## src/rtl/cpu_pkg.sv

```systemverilog
// Shared core definitions: instruction encoding, opcode constants and the
// fetch-stage state encoding.
package cpu_pkg;

    localparam int INSTR_W  = 16;
    localparam int OPCODE_W = 7;

    localparam logic [OPCODE_W-1:0] OP_NOP  = 7'b0000000;
    localparam logic [OPCODE_W-1:0] OP_HLT  = 7'b0000001;
    localparam logic [OPCODE_W-1:0] OP_INC  = 7'b0000011;
    localparam logic [OPCODE_W-1:0] OP_NOT  = 7'b0010001;
    localparam logic [OPCODE_W-1:0] OP_IADD = 7'b0100000;
    localparam logic [OPCODE_W-1:0] OP_LDD  = 7'b0100010;
    localparam logic [OPCODE_W-1:0] OP_STD  = 7'b0100011;
    localparam logic [OPCODE_W-1:0] OP_LDM  = 7'b0110101;

    localparam int unsigned RST_VEC_LO = 0;
    localparam int unsigned RST_VEC_HI = 1;

    typedef enum logic [1:0] {
        VEC_LO    = 2'd0,
        VEC_HI    = 2'd1,
        FETCH     = 2'd2,
        FETCH_IMM = 2'd3
    } fetch_state_e;

    // Opcodes followed by a 16-bit immediate word
    function automatic logic is_two_word(input logic [OPCODE_W-1:0] opcode);
        case (opcode)
            OP_IADD, OP_LDM, OP_LDD, OP_STD: is_two_word = 1'b1;
            default:                         is_two_word = 1'b0;
        endcase
    endfunction

endpackage

```

## src/rtl/fetch_unit.sv

```systemverilog
// Instruction-fetch stage: reset-vector load, PC, two-word assembly and the
// IF/ID register, with redirect > stall > advance priority.
module fetch_unit
    import cpu_pkg::*;
#(
    parameter int PC_W    = 32,
    parameter int ADDR_W  = 20,
    parameter int INSTR_W = 16
) (
    input  logic               clk,
    input  logic               reset,
    output logic [ADDR_W-1:0]  imem_addr,
    input  logic [INSTR_W-1:0] imem_rdata,
    input  logic               stall,
    input  logic               redirect_valid,
    input  logic [PC_W-1:0]    redirect_pc,
    output logic               if_id_valid,
    output logic [INSTR_W-1:0] if_id_instr,
    output logic [INSTR_W-1:0] if_id_imm,
    output logic [PC_W-1:0]    if_id_pc_next
);

    localparam logic [PC_W-1:0] PC_ONE = {{(PC_W-1){1'b0}}, 1'b1};

    fetch_state_e       state_r, state_s;
    logic [PC_W-1:0]    pc_r, pc_s;
    logic [INSTR_W-1:0] held_r, held_s;
    logic               valid_r, valid_s;
    logic [INSTR_W-1:0] instr_r, instr_s;
    logic [INSTR_W-1:0] imm_r, imm_s;
    logic [PC_W-1:0]    pc_next_r, pc_next_s;
    logic [PC_W-1:0]    pc_inc_s;
    logic               two_word_s;

    assign pc_inc_s   = pc_r + PC_ONE;
    assign two_word_s = is_two_word(imem_rdata[INSTR_W-1 -: OPCODE_W]);

    // Instruction-memory address selection
    always_comb begin
        case (state_r)
            VEC_LO:  imem_addr = ADDR_W'(RST_VEC_LO);
            VEC_HI:  imem_addr = ADDR_W'(RST_VEC_HI);
            default: imem_addr = pc_r[ADDR_W-1:0];
        endcase
    end

    // Next-state, PC and IF/ID update logic
    always_comb begin
        state_s   = state_r;
        pc_s      = pc_r;
        held_s    = held_r;
        valid_s   = valid_r;
        instr_s   = instr_r;
        imm_s     = imm_r;
        pc_next_s = pc_next_r;
        case (state_r)
            VEC_LO: begin
                pc_s    = {pc_r[PC_W-1:16], imem_rdata};
                valid_s = 1'b0;
                state_s = VEC_HI;
            end
            VEC_HI: begin
                pc_s    = {imem_rdata, pc_r[15:0]};
                valid_s = 1'b0;
                state_s = FETCH;
            end
            FETCH: begin
                if (redirect_valid) begin
                    pc_s    = redirect_pc;
                    valid_s = 1'b0;
                    state_s = FETCH;
                end else if (stall) begin
                    state_s = state_r;
                end else if (two_word_s) begin
                    held_s  = imem_rdata;
                    pc_s    = pc_inc_s;
                    valid_s = 1'b0;
                    state_s = FETCH_IMM;
                end else begin
                    valid_s   = 1'b1;
                    instr_s   = imem_rdata;
                    imm_s     = {INSTR_W{1'b0}};
                    pc_next_s = pc_inc_s;
                    pc_s      = pc_inc_s;
                end
            end
            FETCH_IMM: begin
                // A redirect here drops the half-assembled opcode word
                if (redirect_valid) begin
                    pc_s    = redirect_pc;
                    valid_s = 1'b0;
                    state_s = FETCH;
                end else if (stall) begin
                    state_s = state_r;
                end else begin
                    valid_s   = 1'b1;
                    instr_s   = held_r;
                    imm_s     = imem_rdata;
                    pc_next_s = pc_inc_s;
                    pc_s      = pc_inc_s;
                    state_s   = FETCH;
                end
            end
            default: begin
                state_s = VEC_LO;
                valid_s = 1'b0;
            end
        endcase
    end

    // State, PC, held word and IF/ID registers
    always_ff @(posedge clk or negedge reset) begin
        if (!reset) begin
            state_r   <= VEC_LO;
            pc_r      <= {PC_W{1'b0}};
            held_r    <= {INSTR_W{1'b0}};
            valid_r   <= 1'b0;
            instr_r   <= {INSTR_W{1'b0}};
            imm_r     <= {INSTR_W{1'b0}};
            pc_next_r <= {PC_W{1'b0}};
        end else begin
            state_r   <= state_s;
            pc_r      <= pc_s;
            held_r    <= held_s;
            valid_r   <= valid_s;
            instr_r   <= instr_s;
            imm_r     <= imm_s;
            pc_next_r <= pc_next_s;
        end
    end

    assign if_id_valid   = valid_r;
    assign if_id_instr   = instr_r;
    assign if_id_imm     = imm_r;
    assign if_id_pc_next = pc_next_r;

endmodule
```

## config.mk

```make
export PLATFORM = sky130hd
export DESIGN_NAME = fetch_unit
export DESIGN_NICKNAME = d
export VERILOG_FILES = /design/src/rtl/cpu_pkg.sv /design/src/rtl/fetch_unit.sv
export SDC_FILE = /design/constraint.sdc
export NUM_CORES = 1
export LEC_CHECK = 0
export ABC_AREA = 0
export CAP_MARGIN = 15
export CORE_AREA = 4 4 147 149
export CTS_BUF_LIST = sky130_fd_sc_hd__clkbuf_16
export DETAILED_ROUTE_END_ITERATION = 10
export DIE_AREA = 0 0 151 153
export PLACE_DENSITY_LB_ADDON = 0.12
export SLEW_MARGIN = 20
export SYNTH_ARGS = -nofsm -noshare
export SYNTH_HDL_FRONTEND = slang
export SYNTH_SLANG_ARGS = --single-unit
```

## constraint.sdc

```tcl
create_clock -name clk -period 2.51 [get_ports clk]
set_input_delay 0.251 -clock clk [delete_from_list [all_inputs] [get_ports clk]]
set_output_delay 0.251 -clock clk [all_outputs]
set_load 0.005 [all_outputs]
```

==> metrics.csv <==
metric,value,unit
status,"complete, no violations",
setup TNS,0,ns
# IOs,137,
switching portion of total power,0.2937,
Nets,851,
switching power,0.001662,W
Detailed Routing Iterations Pass 1,5,
layout cell share with drive strength beyond 1,0.1160,
max-slew violation count,0,
LEAKAGE,3.485,nW
CTS tree,built,
Max Fanout on Critical Path,14,
family with the most delay on the worst path,flip-flops,
crit-path cells,nor2b_1 -> a21o_1 -> clkdlybuf4s50_1,
# DRC,0,
die span in y,153,um
clock slew at reported path FFs,0.06,ns
Tot GR Track Use,0.1907,
number of diodes,0,
Mean Syn Cell Area,9.149,sq um
Die W,151,um
Power Density,677.5,nW/um^2
Reg-to-Reg Start,pc_r[1],
Min Hold Slack,0.3623,ns
Post-DRT Antenna Nets,0,
final setup fails,0,
"EDFF count, synth",0,
grt total ovfl,0,
Area Overhead vs Synth,39.59,%
Final GP Congestion,0.8613,
Worst setup EP type,output port,
Fmax achieved,423.2,MHz
CP arrival,2.11,ns
H-tree level count,4,
Post-Synthesis Cell Area,5983,sq um
DP HPWL,15770,um
VDD IR max,0.4429,mV
"Clk Latency, worst-skew pair",0.42,ns
Slew HR,0.5838,
sequential fraction of the synthesis area,0.4810,
"flops & latches, synth",115,
port bufs,136,
Async SR Flop Fraction,1.000,
r2r setup slk,0.38,ns
"worst slack, placed",0.1548,ns
Max Clock Skew,0.008299,ns
Synth cell types,63,
CTS max path bufs,2,
Syn. warnings,0,
startpoint types,register,
wire per inst,20.06,um
vias in the first global route,5603,
initial DRC count,442,
CTS Sinks,115,
internal cell power,0.003997,W
Flop pwr share,0.410,
Register Area,2878,sq um
"Min Clock Period, post-route",2.363,ns
worst min path class,primary input to asynchronous set/reset pin,
first-pass GRT wire length,33390,um
period utilization,0.9414,
Mapped Nets,707,
largest net degree at the start of global routing,52,
cells after synthesis,654,
Initial Utilization,0.2967,
slowest CP cell,dfrtp_1,
initial antenna violation count,0,
final worst-path setup slack,0.1471,ns
Worst Tran Pin Value,0.6228,ns
RSZ-0062 raised after global routing,false,
RR Endpoint,pc_r[30],
Std-Cell Rows,52,
Clk pwr share,0.378,
Buf/Inv on CP,1,
R2R cell count,6,
Synth Flop Type,dfrtp_1,
DIE AREA,23100,sq um
Via density,5.167,
multi-input combinational cell area,2877,sq um
critical path class,register to output port,
# fillers,1992,
TritonCTS buffer count,17,
final hold violation count,0,
Combinational Power Share,0.212,
Slowest Stage Delay on Critical Path,0.54,ns
drt total wl,21660,um
max cap viols,0,
core area,20170,sq um
"Req. time, crit path",2.26,ns
clock root cell,clkbuf_16,
via count,5580,
## per-layer routing
layer,wire length [um],track usage,up-vias
met2,9919,0.2946,220
met1,9706,0.2608,2708
met5,0,0,-
met4,621,0.07211,0
met3,1417,0.04235,40
li1,-,-,2612
## repair_timing
item | CTS | global route
setup buffers | 0 | 0
resized for setup | 0 | 0
setup endpoints to repair | 0 | 0
hold buffers | 1 | 0
endpoints found under the hold margin | 38 | 0
## worst max-delay path by stage
stage,depth (start not counted),slack (ns),start,end
finish,3,0.15,state_r[1],imem_addr[0]
global placement,7,0.16,imem_rdata[11],held_r[10]
global route,3,0.06,state_r[1],imem_addr[0]
floorplan,7,0.61,pc_r[0],pc_r[26]
detailed placement,7,0.15,imem_rdata[11],held_r[5]
CTS,3,0.12,state_r[1],imem_addr[0]
## area by class of cell
class / instances / share of cell area
inverter: 11 / 0.004944
sequential: 115 / 0.3446
tap: 270 / 0.04045
timing repair buffer: 171 / 0.2034
clock inverter: 14 / 0.01124
multi-input combinational: 482 / 0.3444
clock buffer: 17 / 0.05094
## stage by stage
step	util	cells	total power [W]	area, sq um
floorplan	-	654	0.002791	5983
detailed placement	0.3878	1048	0.003557	7823
CTS	0.4141	1080	0.005727	8352
global route	0.4141	1080	0.005936	8352
finish	0.4141	1080	0.005659	8352
global placement	0.3878	1048	0.003548	7823
## cell usage after synthesis, drive strengths merged (2+ instances only)
cell type | n | share of area
o31a | 7 | 0.010
a21o | 2 | 0.0025
and3 | 7 | 0.0073
and2 | 21 | 0.022
o22ai | 6 | 0.0063
nor3 | 8 | 0.010
a222oi | 8 | 0.013
o21a | 2 | 0.0025
nand3 | 33 | 0.033
o41ai | 2 | 0.0029
a32oi | 2 | 0.0029
nand4 | 9 | 0.013
a22oi | 13 | 0.016
nor4b | 2 | 0.0054
xor2 | 15 | 0.022
nor2 | 47 | 0.029
a22o | 4 | 0.0059
xnor2 | 15 | 0.022
buf | 21 | 0.018
clkbuf | 25 | 0.016
nand2b | 6 | 0.0063
nor2b | 3 | 0.0031
o211ai | 2 | 0.0025
inv | 11 | 0.0069
or3 | 3 | 0.0031
a31oi | 17 | 0.018
mux2 | 15 | 0.028
and4 | 5 | 0.0073
nor4 | 4 | 0.0077
dfrtp | 115 | 0.48
o21ai | 68 | 0.057
o311ai | 2 | 0.0029
nand2 | 119 | 0.075
a21oi | 18 | 0.015
a221oi | 3 | 0.0044
## logic make-up after synthesis
logic type | Yosys count | share of synthesized area
xor+xnor | 30 | 0.04392
mux | 16 | 0.02990
fa+ha+maj | 1 | 0.002091
flops | 115 | 0.4810
simple gates | 271 | 0.2284
buf+inv | 57 | 0.04015
compound gates | 164 | 0.1746
## sequential cells by signal, indices dropped and copies added, names as in the netlist
name,count
pc_r,32
held_r,16
if_id_instr,16
if_id_pc_next,32
if_id_valid,1
state_r,2
if_id_imm,16
## power by group through the flow
stage | logic [W] | registers [W] | clock network [W]
floorplan | 0.000513 | 0.00228 | 0
global placement | 0.00121 | 0.00234 | 0
detailed placement | 0.00121 | 0.00235 | 0
CTS | 0.00122 | 0.00232 | 0.00219
global route | 0.00131 | 0.00235 | 0.00227
finish | 0.00120 | 0.00232 | 0.00214
## layout by cell type (no fill, tap or decap), types with 5 or more instances in the layout
| cell type | n |
|---|---|
| nand4_1 | 7 |
| o21ai_0 | 44 |
| buf_12 | 6 |
| and2_1 | 20 |
| a21oi_1 | 18 |
| nor2_1 | 47 |
| clkinv_2 | 5 |
| nand3_1 | 28 |
| inv_1 | 11 |
| xnor2_1 | 15 |
| dfrtp_1 | 115 |
| clkdlybuf4s50_1 | 135 |
| and3_1 | 7 |
| a222oi_1 | 8 |
| and4_1 | 5 |
| clkbuf_16 | 17 |
| a31oi_1 | 17 |
| a22oi_1 | 13 |
| mux2_2 | 14 |
| o22ai_1 | 6 |
| o21ai_1 | 23 |
| nand2_1 | 119 |
| o31a_1 | 7 |
| nand2b_1 | 6 |
| buf_4 | 29 |
| xor2_1 | 15 |
| nor3_1 | 5 |
## worst reg2reg max path, stage by stage (launching register included)
cell,delay (ns)
dfrtp_1,0.45
ha_1,0.25
nand3_1,0.22
nor3_2,0.48
nand4_1,0.28
o31a_1,0.31
o21ai_1,0.06
(Power assumes the default switching activity.)
